$ cat config.mk
export PLATFORM = sky130hd
export DESIGN_NAME = fifo_pkt_reader
export DESIGN_NICKNAME = d
export VERILOG_FILES = /design/src/rtl/fifo_pkt_pkg.sv /design/src/rtl/sat_counter.sv /design/src/rtl/fifo_pkt_reader.sv
export SDC_FILE = /design/constraint.sdc
export NUM_CORES = 1
export LEC_CHECK = 0
export CAP_MARGIN = 15
export CORE_UTILIZATION = 45
export CTS_CLUSTER_SIZE = 12
export DETAILED_ROUTE_END_ITERATION = 8
export HOLD_SLACK_MARGIN = 0.1
export PLACE_DENSITY = 0.76
export SYNTH_ARGS = -nofsm -noshare
export SYNTH_HDL_FRONTEND = slang
export SYNTH_HIERARCHICAL = 1
export SYNTH_SLANG_ARGS = --single-unit
export TNS_END_PERCENT = 50
$ cat constraint.sdc
create_clock -name rd_clk -period 3.15 [get_ports rd_clk]
set_clock_uncertainty 0.1 [all_clocks]
set_input_delay 0.63 -clock rd_clk [delete_from_list [all_inputs] [get_ports rd_clk]]
set_output_delay 0.63 -clock rd_clk [all_outputs]
set_load 0.005 [all_outputs]
$ cat src/rtl/fifo_pkt_pkg.sv
// Shared types and constants for the FIFO packet reader: FSM states, framing bit
// positions within a FIFO word, and the default maximum packet length.
package fifo_pkt_pkg;

    typedef enum logic [1:0] {
        IDLE  = 2'd0,
        XFER  = 2'd1,
        FLUSH = 2'd2
    } state_t;

    localparam int DEFAULT_MAX_LEN = 2048;

    // The framing flags sit directly above the payload: {sop, eop, data}.
    function automatic int SOP_BIT(input int data_w);
        return data_w + 1;
    endfunction

    function automatic int EOP_BIT(input int data_w);
        return data_w;
    endfunction

endpackage

$ cat src/rtl/sat_counter.sv
// Saturating up-counter with a synchronous active-low clear; holds at all-ones.
module sat_counter #(
    parameter int WIDTH = 16
) (
    input  logic             clk,
    input  logic             clr_n,
    input  logic             inc,
    output logic [WIDTH-1:0] count
);

    // NOTE: sequential state uses non-blocking assignments so every flop samples
    // pre-edge values regardless of process evaluation order.
    always_ff @(posedge clk) begin
        if (!clr_n) begin
            count <= '0;
        end else if (inc && (count != '1)) begin
            count <= count + WIDTH'(1);
        end
    end

endmodule

$ cat src/rtl/fifo_pkt_reader.sv
// Read-side consumer of the FWFT packet FIFO: pops framed words, repairs broken
// framing and drives a one-beat-per-cycle valid/ready stream with length/error tags.
module fifo_pkt_reader
    import fifo_pkt_pkg::*;
#(
    parameter int DATA_W  = 32,
    parameter int MAX_LEN = DEFAULT_MAX_LEN,
    parameter int LEN_W   = 12,
    parameter int CNT_W   = 16
) (
    input  logic              rd_clk,
    input  logic              rst_n,
    input  logic [DATA_W+1:0] fifo_dout,
    input  logic              fifo_empty,
    output logic              fifo_rd_en,
    output logic              m_valid,
    input  logic              m_ready,
    output logic [DATA_W-1:0] m_data,
    output logic              m_sop,
    output logic              m_eop,
    output logic              m_err,
    output logic [LEN_W-1:0]  m_len,
    output logic [CNT_W-1:0]  pkt_cnt,
    output logic [CNT_W-1:0]  err_cnt,
    output logic [CNT_W-1:0]  orphan_cnt
);

    localparam int SOP_IDX = SOP_BIT(DATA_W);
    localparam int EOP_IDX = EOP_BIT(DATA_W);

    state_t            state, state_next;
    logic [LEN_W-1:0]  len, len_inc;
    logic              head_sop, head_eop;
    logic [DATA_W-1:0] head_data;
    logic              can_load, pop, load, orphan_inc, accept_eop;
    logic [DATA_W-1:0] ld_data;
    logic              ld_sop, ld_eop, ld_err;
    logic [LEN_W-1:0]  ld_len;

    assign head_sop  = fifo_dout[SOP_IDX];
    assign head_eop  = fifo_dout[EOP_IDX];
    assign head_data = fifo_dout[DATA_W-1:0];
    assign can_load  = ~fifo_empty & (~m_valid | m_ready);
    assign len_inc   = len + LEN_W'(1);

    // NOTE: every signal driven here gets a default first, so no path through the
    // case can leave one unassigned and infer a latch.
    always_comb begin
        state_next = state;
        pop        = 1'b0;
        load       = 1'b0;
        orphan_inc = 1'b0;
        ld_data    = head_data;
        ld_sop     = 1'b0;
        ld_eop     = 1'b0;
        ld_err     = 1'b0;
        ld_len     = len_inc;

        unique case (state)
            IDLE: begin
                if (!fifo_empty) begin
                    if (head_sop) begin
                        if (can_load) begin
                            pop    = 1'b1;
                            load   = 1'b1;
                            ld_sop = 1'b1;
                            ld_eop = head_eop;
                            ld_len = LEN_W'(1);
                            if (!head_eop) state_next = XFER;
                        end
                    end else begin
                        // Orphans are dropped even while the output is stalled.
                        pop        = 1'b1;
                        orphan_inc = 1'b1;
                    end
                end
            end
            XFER: begin
                if (can_load) begin
                    load = 1'b1;
                    if (head_sop) begin
                        // Missing eop: close the open packet, leave the sop word queued.
                        ld_data    = '0;
                        ld_eop     = 1'b1;
                        ld_err     = 1'b1;
                        ld_len     = len;
                        state_next = IDLE;
                    end else begin
                        pop = 1'b1;
                        if (head_eop) begin
                            ld_eop     = 1'b1;
                            state_next = IDLE;
                        end else if (len_inc == LEN_W'(MAX_LEN)) begin
                            ld_eop     = 1'b1;
                            ld_err     = 1'b1;
                            state_next = FLUSH;
                        end
                    end
                end
            end
            FLUSH: begin
                if (!fifo_empty) begin
                    if (head_sop) begin
                        state_next = IDLE;
                    end else begin
                        pop = 1'b1;
                        if (head_eop) state_next = IDLE;
                    end
                end
            end
            default: state_next = IDLE;
        endcase
    end

    assign fifo_rd_en = pop & rst_n;

    always_ff @(posedge rd_clk) begin
        if (!rst_n) state <= IDLE;
        else        state <= state_next;
    end

    // NOTE: the length tracker is reset along with the visible outputs so a packet
    // abandoned by reset cannot leak its count into the next one.
    always_ff @(posedge rd_clk) begin
        if (!rst_n) begin
            m_valid <= 1'b0;
            m_data  <= '0;
            m_sop   <= 1'b0;
            m_eop   <= 1'b0;
            m_err   <= 1'b0;
            m_len   <= '0;
            len     <= '0;
        end else if (load) begin
            m_valid <= 1'b1;
            m_data  <= ld_data;
            m_sop   <= ld_sop;
            m_eop   <= ld_eop;
            m_err   <= ld_err;
            m_len   <= ld_len;
            len     <= ld_len;
        end else if (m_ready) begin
            m_valid <= 1'b0;
        end
    end

    assign accept_eop = m_valid & m_ready & m_eop;

    sat_counter #(.WIDTH(CNT_W)) u_pkt_cnt (
        .clk   (rd_clk),
        .clr_n (rst_n),
        .inc   (accept_eop & ~m_err),
        .count (pkt_cnt)
    );

    sat_counter #(.WIDTH(CNT_W)) u_err_cnt (
        .clk   (rd_clk),
        .clr_n (rst_n),
        .inc   (accept_eop & m_err),
        .count (err_cnt)
    );

    sat_counter #(.WIDTH(CNT_W)) u_orphan_cnt (
        .clk   (rd_clk),
        .clr_n (rst_n),
        .inc   (orphan_inc),
        .count (orphan_cnt)
    );

endmodule

# Word-level counts from Yosys, hierarchy flattened
# Index checks and enable logic that the tools add are counted.
# totals
regBits	98
# op_classes
n_addsub	4
n_eq_ne	15
mux	47
n_bitwise	10
n_reduce_logical	7
# ops
cell	n
32-bit 2-to-1 mux	3
12-bit 2-to-1 mux	5
16-bit by 1-bit adder with 16-bit output (second input constant)	3
16-bit inequality test (second input constant)	3
12-bit case mux with 2 select lines	1
1-bit 2-to-1 mux	23
2-bit 2-to-1 mux	11
12-bit by 1-bit adder with 12-bit output (second input constant)	1
12-bit equality test (second input constant)	1
2-bit inequality test (second input constant)	6
8-bit AND reduction	1
1-bit bitwise AND	6
3-bit inequality test (second input constant)	2
2-bit case mux with 3 select lines	1
4-bit inequality test (second input constant)	1
1-bit case mux with 2 select lines	2
1-bit logical AND	3
1-bit NOT	3
1-bit case mux with 3 select lines	1
2-bit by 1-bit equality test with 1-bit output (second input constant)	1
2-bit equality test (second input constant)	1
2-bit logical NOT	1
2-bit AND reduction	1
2-bit nonzero test	1
1-bit bitwise OR	1

# Longest topological paths before layout
# logic_depth
depth_word	8
depth_mapped	7
depth_no_buf	6

# Cells and area by module
# Netlist, hierarchy kept.
# by_module_without_submodules
module	n_inst	cells_each	area_each_um2
sat_counter	3	97	837.1
fifo_pkt_reader	1	255	2207.1

# Worst setup path after synthesis
# Ideal clock, no wire load.
# synth_timing
path_kind	input -> register
from	in fifo_dout[33]
to	reg u_orphan_cnt.count[13]
arrival_ns	2.520
required_ns	2.979
path_slack_ns	0.460
path_stages	6
cell_sequence	clkbuf_1 > clkbuf_1 > nor4_1 > nand2_1 > or4_1 > a21oi_1
# synth_between
elab_chain_len	4
# synth_lines
item	line	source
start: declaration	fifo_pkt_reader.sv:13	input logic [DATA_W+1:0] fifo_dout,
1-bit 2-to-1 mux	fifo_pkt_reader.sv:62	if (head_sop) begin
1-bit 2-to-1 mux	-	
1-bit 2-to-1 mux	fifo_pkt_reader.sv:59	unique case (state)
named net orphan_inc	fifo_pkt_reader.sv:35	logic can_load, pop, load, orphan_inc, accept_eop;
1-bit logical AND	sat_counter.sv:16	end else if (inc && (count != '1)) begin
end signal: assignment	sat_counter.sv:17	count <= count + WIDTH'(1);
end: declaration	sat_counter.sv:8	output logic [WIDTH-1:0] count
# The timed path passes the listed nets, and every way through them passes these cells.
# A chain may end at the register's enable or synchronous reset.

# Final worst setup path
# layout_timing
from	in m_ready
to	out fifo_rd_en
# layout_between
elab_chain_len	7
elab_cells_between_ends	8
# layout_lines
item	line	source
start: declaration	fifo_pkt_reader.sv:17	input logic m_ready,
1-bit bitwise OR *	fifo_pkt_reader.sv:43	assign can_load = ~fifo_empty & (~m_valid | m_ready);
1-bit bitwise AND *	fifo_pkt_reader.sv:43	
1-bit 2-to-1 mux	fifo_pkt_reader.sv:63	if (can_load) begin
1-bit 2-to-1 mux	fifo_pkt_reader.sv:62	
1-bit 2-to-1 mux	fifo_pkt_reader.sv:61	if (!fifo_empty) begin
1-bit case mux with 3 select lines *	fifo_pkt_reader.sv:59	
1-bit bitwise AND *	fifo_pkt_reader.sv:115	assign fifo_rd_en = pop & rst_n;
end: declaration	fifo_pkt_reader.sv:15	output logic fifo_rd_en,
# Every way passes the cells marked *; elsewhere a longest branch is shown, timed or not.

==> results.yml <==
synth:
  ys_types: 58
  synth_mux_area_frac: 0.0191
  synthArstFlopShare: 0
  synth_edf_count: 0
  synth-xor-area-share: 0.0186
  synth_nets: 588
  synth-main-ff-cell: "dfxtp_1"
  synthAdderAreaFrac: 0.0106
  synth_area_per_cell_um2: 8.64
  yosys-top-cells-count: "dfxtp_1 (98), nor2_1 (59), nand2_1 (40)"
  synth_top_family_by_area: "simple AND/OR/NAND/NOR gates"
  ys_warn_count: 6
  syn-cell-area_um2: 4720
  yosys.area_share.simple: 0.294
  synth_compound_area_frac: 0.204
  yosys-top-cells-area: "dfxtp_1 (42%), a22oi_1 (5.4%), nor2_1 (4.7%)"
  yosysMostFrequentCell: "dfxtp_1"
  yosys.area.top_type: "dfxtp_1"
  ys_ff_latch: 98
  ys_seq_area_frac: 0.416
  yosysTopAreaCellShare: 0.416
  syn_inst: 546
placed_design:
  pre_cts_ws_ns: 0.0443
  placed_area_um2: 6220
  dpl.hpwl_um: 8830
  io_buffers: 134
  place_congestion: 0.821
clocking:
  cts_tree: "done"
  clkLatencyLatePin_ns: 0.35
  ctsHoldBuffers: 0
  clkTransAtPathRegs_ns: 0.09
  cts_setup_buffers: 0
  cts_resized: 0
  clock_sinks: 98
  clock-root-buffer: "clkbuf_8"
  htreeDepth: 3
  clockBufferDepth: 2
  cts_made_buffers: 9
floorplanning:
  dieArea_um2: 10900
  rows: 37
  io_pins: 135
  initial_core_util: 0.461
  coreArea_um2: 10200
  die_height_um: 104
  die_w_um: 104
worst_setup_path:
  worst-path-buf-inv: 3
  slowest_stage: "clkdlybuf4s50_1"
  slowest_delay_ns: 0.54
  path_depth: 7
  cp_cell_sequence: "clkdlybuf4s50_1 > nor2b_1 > nor3_1 > buf_4 > o21bai_1 > a21oi_1 > clkdlybuf4s50_1"
  crit_arrival_ns: 2.37
  rr_worst_depth: 6
  start_kind: "input port"
  worstPathMaxFanout: 8
  path_common_cell: "clkdlybuf4s50_1"
  cp-end-kind: "output pin"
  critPathTopFamily: "buffers and inverters"
  crit_required_ns: 2.42
  criticalPathCategory: "input port to output pin"
power:
  power_uw: 2340
  peakVddDrop_mv: 0.218
  power_frac_clock: 0.344
  internal-power_uw: 1770
  seqPwrFrac: 0.552
  power_leakage_uw: 0.00213
  power_frac_comb: 0.104
  power.density_nw_per_um2: 364
  swShare: 0.244
  p_sw_uw: 569
timing:
  period_share: 0.983
  setup_slack_ns: 0.0534
  rsz0062_at_grt: "no"
  totalNegativeSetupSlack_ns: 0
  relSlewSlack: 0.554
  finalHoldViolations: 0
  fmax_ghz: 0.323
  setup_violations: 0
  finalCriticalPeriod_ns: 3.10
  tightest_slew_ns: 0.660
  slew_viol_final: 0
cells_and_area:
  final_util: 0.627
  diodes: 0
  drive_above_1_share: 0.0671
  fin_area_um2: 6410
  final_nets: 723
  area_growth_pct: 35.9
grt:
  grt_pass1_wl_um: 21000
  antenna_found_initial: 0
  grt_overflow: 0
  grt_util_all_layers: 0.229
  grt_max_degree: 48
  grt_pass1_vias: 4527
routing:
  vias: 4744
  vias_per_cell: 5.77
  drt-total-wl_um: 12400
  drtAntennaViolNets: 0
  first_pass_iters: 5
  drc: 0
  drt_iter0_markers: 313
  wl_per_cell_um: 15.1
min_path:
  worst_hold_path_type: "register to register"
  min_delay_path_depth: 2
flow_run:
  cap_viol_max_count: 0
status:
  status: "finished, final reports clean"
## kinds of logic (layout without fill, tap and decap cells)
group | after synthesis | in the layout
flip-flops | 98 | 98
buffers and inverters | 41 | 181
XOR/XNOR | 10 | 10
AO/OA/AOI/OAI | 142 | 142
adder cells (fa/ha/maj) | 4 | 4
multiplexers | 9 | 9
AND/OR/NAND/NOR | 242 | 242
## registers in the layout (all words and copies together), names as in the netlist
| name | flops |
|---|---|
| m_data | 32 |
| u_err_cnt/count | 16 |
| u_orphan_cnt/count | 16 |
| u_pkt_cnt/count | 16 |
| len | 12 |
| state | 2 |
| m_eop | 1 |
| m_err | 1 |
| m_sop | 1 |
| m_valid | 1 |
## stage by stage
stage	hold WS [ns]	std cells
2_1_floorplan	0.390	546
3_3_place_gp	0.376	806
3_5_place_dp	0.388	806
4_1_cts	0.413	822
5_1_grt	0.437	822
6_report	0.409	822
## worst reg2reg max path, delay by kind of cell, from the launching register on
family                   cells  cell delay (ns)
flip-flops                   1             0.50
adder cells (fa/ha/maj)      1             0.24
AO/OA/AOI/OAI                2             0.48
AND/OR/NAND/NOR              3             1.04
## power groups by stage
| stage | clock, µW | sequential (µW) | combinational (µW) |
|---|---|---|---|
| 4_1_cts | 832 | 1290 | 243 |
| 3_3_place_gp | 0 | 1320 | 236 |
| 6_report | 804 | 1290 | 242 |
| 5_1_grt | 881 | 1290 | 264 |
| 3_5_place_dp | 0 | 1320 | 242 |
| 2_1_floorplan | 0 | 1320 | 98.8 |
## final timing paths
path              from         end  slack [ns]
max            m_ready  fifo_rd_en        0.05
min          m_data[7]   m_data[7]        0.41
max reg2reg     len[0]    state[0]        0.70
min reg2reg  m_data[7]   m_data[7]        0.41
## final cells by class
class	count	area, µm²
Timing Repair Buffer	147	1440
Multi-Input combinational cell	407	2580
Sequential cell	98	1960
Tap cell	136	170
Clock buffer	9	124
Fill cell	886	3820
Clock inverter	7	70.1
Inverter	18	67.6
## per-layer routing
metal / track usage / vias to the layer above / share of wire / routed length, µm
met1: 0.278 / 2239 / 0.44 / 5410
met2: 0.383 / 157 / 0.47 / 5880
li1: - / 2334 / - / -
met3: 0.0689 / 14 / 0.076 / 939
met5: 0 / - / 0 / 0
met4: 0.0765 / 0 / 0.013 / 155
## cell usage in the layout (no fill, tap or decap), types with 4 or more instances in the layout
master           Yosys  final
clkdlybuf4s50_1      0    134
xor2_1               4      4
mux2i_1              9      9
a21oi_1             37     37
and4_1              10     10
ha_1                 4      4
nand3_1             24     24
o21ai_0             22     22
nand3b_1             5      5
nand4_1             13     13
dfxtp_1             98     98
or3_1                9      9
nor4_1              10     10
nor3_1              16     16
a22oi_1             34     34
clkbuf_8             0      9
nand2b_1             8      8
or4_1               15     15
o31ai_1             16     16
xnor2_1              6      6
and3_1               4      4
inv_1               18     18
nand2_1             40     40
and2_1               5      5
nor2_1              59     59
buf_4                3     13
o211ai_1             5      5
No activity file was read; power rests on OpenSTA's default activity.
